[config.mk]
export PLATFORM = sky130hd
export DESIGN_NAME = conv_output_stats_monitor
export DESIGN_NICKNAME = d
export VERILOG_FILES = /design/src/rtl/conv_stats_pkg.sv /design/src/rtl/stats_watchdog.sv /design/src/rtl/conv_output_stats_monitor.sv
export SDC_FILE = /design/constraint.sdc
export NUM_CORES = 1
export LEC_CHECK = 0
export BUFFER_PORTS_ARGS = -buffer_cell sky130_fd_sc_hd__buf_2
export CAP_MARGIN = 10
export CORE_AREA = 2 2 208 210
export CTS_CLUSTER_SIZE = 40
export DETAILED_ROUTE_END_ITERATION = 12
export DIE_AREA = 0 0 210 212
export PLACE_DENSITY = 0.81
export SKIP_CTS_REPAIR_TIMING = 1
export SYNTH_ARGS = -nofsm -noshare
export SYNTH_HDL_FRONTEND = slang
export SYNTH_SLANG_ARGS = --single-unit
[constraint.sdc]
create_clock -name clk -period 2.9 [get_ports clk]
set_clock_uncertainty 0.1 [all_clocks]
set_input_delay 0.29 -clock clk [delete_from_list [all_inputs] [get_ports clk]]
set_output_delay 0.29 -clock clk [all_outputs]
set_load 0.01 [all_outputs]
[src/rtl/conv_stats_pkg.sv]
// Shared types and helpers for the convolution output statistics monitor.
package conv_stats_pkg;

  typedef enum logic [1:0] {
    IDLE     = 2'd0,
    COLLECT  = 2'd1,
    COMPLETE = 2'd2,
    TIMEOUT  = 2'd3
  } state_t;

  function automatic int unsigned ch_width(input int unsigned channels);
    return (channels > 1) ? $clog2(channels) : 1;
  endfunction

  function automatic int unsigned cnt_width(input int unsigned total);
    return $clog2(total + 1);
  endfunction

  // Start values chosen so the first non-zero sample always replaces them.
  function automatic logic [63:0] min_init(input int unsigned n, input bit is_signed);
    return is_signed ? ((64'd1 << (n - 1)) - 64'd1) : ((64'd1 << n) - 64'd1);
  endfunction

  function automatic logic [63:0] max_init(input int unsigned n, input bit is_signed);
    return is_signed ? (64'd1 << (n - 1)) : 64'd0;
  endfunction

endpackage

[src/rtl/stats_watchdog.sv]
// Idle-cycle watchdog: reloads on every beat, flags expiry on the last tolerated idle cycle.
module stats_watchdog #(
  parameter int unsigned TIMEOUT_LIMIT = 10000000
) (
  input  logic clk,
  input  logic rst,
  input  logic clear,
  input  logic load,
  input  logic enable,
  output logic expire_c
);

  localparam int unsigned W = $clog2(TIMEOUT_LIMIT + 1);
  localparam logic [W-1:0] LIMIT = W'(TIMEOUT_LIMIT);
  localparam logic [W-1:0] LAST  = W'(TIMEOUT_LIMIT - 1);

  logic [W-1:0] cnt;

  always_ff @(posedge clk or negedge rst) begin
    if (!rst) begin
      cnt <= '0;
    end else if (clear || load) begin
      cnt <= '0;
    end else if (enable && cnt != LIMIT) begin
      cnt <= cnt + W'(1);
    end
  end

  // Combinational so the owner changes state on the cycle the limit is reached.
  assign expire_c = enable && (cnt == LAST);

endmodule

[src/rtl/conv_output_stats_monitor.sv]
// Monitors a conv layer output stream: per-channel beat counts, non-zero min/max,
// completion, surplus beats, bad channels, early done and stalls.
module conv_output_stats_monitor
  import conv_stats_pkg::*;
#(
  parameter int unsigned N             = 16,
  parameter int unsigned OUT_CHANNELS  = 16,
  parameter int unsigned FEATURE_SIZE  = 112,
  parameter int unsigned TOTAL_OUTPUTS = FEATURE_SIZE * FEATURE_SIZE * OUT_CHANNELS,
  parameter int unsigned TIMEOUT_LIMIT = 10000000,
  parameter int unsigned SIGNED        = 1,
  parameter int unsigned CH_W          = ch_width(OUT_CHANNELS),
  parameter int unsigned CNT_W         = cnt_width(TOTAL_OUTPUTS)
) (
  input  logic             clk,
  input  logic             rst,
  input  logic             clear,
  input  logic             valid_in,
  input  logic [N-1:0]     data_in,
  input  logic [CH_W-1:0]  channel_in,
  input  logic             done_in,
  input  logic [CH_W-1:0]  rd_ch,
  output logic [CNT_W-1:0] rd_count,
  output logic [CNT_W-1:0] total_count,
  output logic [CNT_W-1:0] nonzero_count,
  output logic [N-1:0]     min_val,
  output logic [N-1:0]     max_val,
  output logic             busy,
  output logic             all_received,
  output logic             overflow,
  output logic             bad_channel,
  output logic             early_done,
  output logic             timeout
);

  localparam int unsigned IDX_W = ch_width(OUT_CHANNELS);
  localparam logic [CNT_W-1:0] TOTAL    = CNT_W'(TOTAL_OUTPUTS);
  localparam logic [CNT_W-1:0] LAST     = CNT_W'(TOTAL_OUTPUTS - 1);
  localparam logic [CH_W:0]    CH_LIMIT = (CH_W + 1)'(OUT_CHANNELS);
  localparam logic [N-1:0]     MIN_INIT = N'(min_init(N, SIGNED != 0));
  localparam logic [N-1:0]     MAX_INIT = N'(max_init(N, SIGNED != 0));

  state_t state, state_d;
  logic accept_c, ch_ok_c, rd_ok_c, last_c, nz_c, lt_c, gt_c;
  logic wd_enable_c, wd_load_c, wd_expire_c;
  logic [IDX_W-1:0] ch_idx_c, rd_idx_c;
  logic [CNT_W-1:0] ch_count [OUT_CHANNELS];

  assign ch_ok_c  = {1'b0, channel_in} < CH_LIMIT;
  assign rd_ok_c  = {1'b0, rd_ch} < CH_LIMIT;
  assign ch_idx_c = IDX_W'(channel_in);
  assign rd_idx_c = IDX_W'(rd_ch);
  assign last_c   = (total_count == LAST);
  assign nz_c     = (data_in != '0);
  assign lt_c = (SIGNED != 0) ? ($signed(data_in) < $signed(min_val)) : (data_in < min_val);
  assign gt_c = (SIGNED != 0) ? ($signed(data_in) > $signed(max_val)) : (data_in > max_val);

  assign wd_enable_c = (state == COLLECT) && !valid_in;
  assign wd_load_c   = valid_in || (state != COLLECT);

  stats_watchdog #(
    .TIMEOUT_LIMIT(TIMEOUT_LIMIT)
  ) u_watchdog (
    .clk      (clk),
    .rst      (rst),
    .clear    (clear),
    .load     (wd_load_c),
    .enable   (wd_enable_c),
    .expire_c (wd_expire_c)
  );

  always_ff @(posedge clk or negedge rst) begin
    if (!rst) state <= IDLE;
    else      state <= state_d;
  end

  // Beats are accepted only while idle or collecting; clear overrides everything.
  always_comb begin
    state_d  = state;
    accept_c = 1'b0;
    case (state)
      IDLE: begin
        if (valid_in) begin
          accept_c = 1'b1;
          state_d  = last_c ? COMPLETE : COLLECT;
        end
      end
      COLLECT: begin
        if (valid_in) begin
          accept_c = 1'b1;
          if (last_c) state_d = COMPLETE;
        end else if (wd_expire_c) begin
          state_d = TIMEOUT;
        end
      end
      default: ;
    endcase
    if (clear) begin
      state_d  = IDLE;
      accept_c = 1'b0;
    end
  end

  always_ff @(posedge clk or negedge rst) begin
    if (!rst) begin
      for (int i = 0; i < OUT_CHANNELS; i++) ch_count[i] <= '0;
    end else if (clear) begin
      for (int i = 0; i < OUT_CHANNELS; i++) ch_count[i] <= '0;
    end else begin
      for (int i = 0; i < OUT_CHANNELS; i++) begin
        if (accept_c && ch_ok_c && ch_idx_c == IDX_W'(i) && ch_count[i] != TOTAL)
          ch_count[i] <= ch_count[i] + CNT_W'(1);
      end
    end
  end

  always_ff @(posedge clk or negedge rst) begin
    if (!rst) begin
      rd_count      <= '0;
      total_count   <= '0;
      nonzero_count <= '0;
      min_val       <= MIN_INIT;
      max_val       <= MAX_INIT;
      busy          <= 1'b0;
      all_received  <= 1'b0;
      overflow      <= 1'b0;
      bad_channel   <= 1'b0;
      early_done    <= 1'b0;
      timeout       <= 1'b0;
    end else if (clear) begin
      rd_count      <= '0;
      total_count   <= '0;
      nonzero_count <= '0;
      min_val       <= MIN_INIT;
      max_val       <= MAX_INIT;
      busy          <= 1'b0;
      all_received  <= 1'b0;
      overflow      <= 1'b0;
      bad_channel   <= 1'b0;
      early_done    <= 1'b0;
      timeout       <= 1'b0;
    end else begin
      if (accept_c) begin
        if (total_count != TOTAL) total_count <= total_count + CNT_W'(1);
        if (nz_c) begin
          if (nonzero_count != TOTAL) nonzero_count <= nonzero_count + CNT_W'(1);
          if (lt_c) min_val <= data_in;
          if (gt_c) max_val <= data_in;
        end
        if (!ch_ok_c) bad_channel  <= 1'b1;
        if (last_c)   all_received <= 1'b1;
      end
      if (state == COMPLETE && valid_in) overflow <= 1'b1;
      if (state == COLLECT && done_in && total_count < TOTAL) early_done <= 1'b1;
      if (state_d == TIMEOUT) timeout <= 1'b1;
      busy     <= (state_d == COLLECT);
      // Sampled before this cycle's increment lands.
      rd_count <= rd_ok_c ? ch_count[rd_idx_c] : '0;
    end
  end

endmodule

==> metrics <==
fmax=roughly 0.36 GHz; Pleak=~11 nW; Synth Instances=2,369; Cell Chain, Critical Path=inv_1 > ha_1 > nand4_1 > or4_1 > a21o_1 > a21oi_2 > buf_4 > mux2i_1 > nor2_1; pin slew with the least headroom to its limit=~1.2 ns; Rel. slew slack=about 17%; #FFs+latches synth=roughly 410; most frequent cells in the layout=389 x dfrtp_1, 371 x nor2_1, 138 x xor2_1, 131 x inv_1, 126 x xnor2_1; row count=76; Total Routing Usage GR=28.4%; slowest cell on the critical path=or4_1; violated checks=negative hold slack; Die W=roughly 210 um; DRT Pass-1 Iters=6; gpl congestion=roughly 0.96; H-Tree Level Count=2; layout cells sized above 1=between 10% and 20%; CTS tree=built; fin crit share=between 90% and 100%; Synth area leader=dfrtp_1; Syn Nets=~2,500; fillers=about 3,400; multi-input logic area=~12,000 sq um; remaining antenna violation count=0; Mapped Area=about 23,000 sq um; clock root buffer=clkbuf_16; wire per inst=20.5 um; Worst Path Arrival=between 3 and 4 ns; Die Y=between 200 and 250 um; crit path launch type=flip-flop; CP startpoint=max_val[15]; nets=~2,600; minimum clock period=around 2.8 ns; total power=about 0.012 W; Core ar.=42,500 sq um; fin. max-slew vios=0; clk slew on worst S/H paths=about 0.06 ns; final core utilization=61.9%; worst skew pair latency=roughly 0.57 ns; Synth top area share=41.7%; max-cap viol count=0; WP data required=about 3.2 ns; yosys warns=0; Peak VDD IR=0.000374 V; most common cell after layout, fill and taps aside=dfrtp_1; Longest Clk Path Bufs=3; CP max stage delay=a little over 0.6 ns; critical path type=flip-flop to flip-flop; RR Endpoint=max_val[4]; RSZ-0062 raised after global routing=yes; status=complete, but fails checks; via count=approximately 19,000; Post-synth EDFFs=0; pwr/cell area=471 nW/um^2; worst-path fanout max=8; die outline area=~45,000 sq um; class of the most critical hold timing path=primary input to flip-flop; sequential-to-total area share from yosys stat=a little over two fifths; Seq. cell area=10,200 sq um; final hold violation count=1; IO Pins=roughly 120; initial antenna violation count=7; unique cell type count in the Yosys netlist=69; DRT iter0 DRCs=between 2,000 and 2,500; crit path capture=max_val[4]; TritonCTS Buffers=44; kind of end point of the critical path=flip-flop; fraction of registers with async set/reset=100%; hold_ws=-0.0365 ns; leading post-synthesis cells by cell area=dfrtp_1 42%, mux4_2 8.7%, nor2_1 6.0%, xor2_1 5.2%, xnor2_1 4.7%; vias in the first global route=roughly 18,000; RR Startpoint=max_val[15]; GRT overflow=0; placed wire-length estimate=44,700 um; Synth Flop Type=dfrtp_1; Via-to-Cell Ratio=6.25; first-pass GRT wire length=roughly 100,000 um; Final Setup Violations=0; drt drc=0; Clock Sinks=roughly 410; Post-Syn Area per Cell=a little under 10 sq um; largest net degree at the start of global routing=~230; R2R setup slack=about 0.098 ns; area added between synthesis and finish=12.7%; R2R depth=9; I/O Buffers=between 100 and 150; starting density of the core=between 50% and 60%; drt total wl=roughly 63,000 um
[metal layers]
metal	GRT usage, %	up-vias	routed length [um]
li1	-	8615	-
met1	38.8	9524	25300
met2	44.2	895	29500
met3	5.38	176	5390
met4	13.0	4	2610
met5	0	-	29
[kinds of logic after synthesis]
family / share of synthesized area [%]
compound gates: 5.43
xor+xnor: 9.91
fa+ha+maj: 3.70
buf+inv: 3.79
flops: 43.5
mux: 10.0
other cells: 0.0161
simple gates: 23.6
[worst min path at each step]
stage                     cells past startpoint            end  startpoint  slack [ns]
final                                         3     min_val[5]  data_in[5]       -0.04
after global routing                          3     max_val[5]  data_in[5]       0.008
after CTS                                     1  ch_count[232]         rst       -0.42
after detailed placement                      1  ch_count[231]         rst        0.18
after global placement                        1  ch_count[231]         rst        0.17
after floorplan                               0   all_received         rst       -0.11
[worst max-delay path, delay by kind of cell, from the launching register on]
family	cells	cell delay, ns
AND/OR/NAND/NOR	3	0.86
flip-flops	1	0.54
AO/OA/AOI/OAI	2	0.36
adder cells (fa/ha/maj)	1	0.31
buffers and inverters	2	0.27
multiplexers	1	0.22
[metrics by stage]
| stage | std cells | instance area, sq um | setup slack (ns) | setup TNS [ns] | hold slack (ns) |
|---|---|---|---|---|---|
| after floorplan | 2369 | 23300 | 0.0493 | 0 | -0.106 |
| after global placement | 2973 | 24600 | 0.220 | 0 | 0.172 |
| after detailed placement | 2973 | 24600 | 0.0786 | 0 | 0.178 |
| after CTS | 3053 | 26100 | -0.117 | -1.30 | -0.422 |
| after global routing | 3074 | 26300 | -0.0431 | -0.278 | 0.00796 |
| final | 3075 | 26300 | 0.0980 | 0 | -0.0365 |
[registers in the layout, indices dropped and copies added, names as in the netlist, 2 cells and up]
register	flops
ch_count	288
max_val	16
min_val	16
nonzero_count	18
rd_count	18
state	2
total_count	18
u_watchdog.cnt	24
[power by group]
| group | switching, W | internal (W) |
|---|---|---|
| Sequential | 0.0000464 | 0.00573 |
| Clock | 0.00234 | 0.00336 |
| Combinational | 0.000589 | 0.000310 |
| Total | 0.00298 | 0.00940 |
[cell usage after synthesis, drive strengths merged, types with 19 or more instances]
cell	instances
nand4	105
xor2	138
a21oi	76
nor2	372
nand3	105
nor4	59
nor3	58
xnor2	126
buf	25
clkbuf	72
and2	24
o211ai	19
nand2	116
inv	131
mux4	90
ha	69
dfrtp	389
or3	69
and3	55
o21ai	91
mux2i	31
[final cells by class]
cell class / instances / area share [%]
well taps: 546 / 2.60
clock inverters: 17 / 0.718
multi-input cells: 1736 / 46.9
diodes: 4 / 0.0381
repair buffers: 173 / 4.54
inverters: 131 / 1.87
flip-flops and latches: 405 / 38.6
clock buffers: 63 / 4.77
Power figures use the tool's default switching activity.
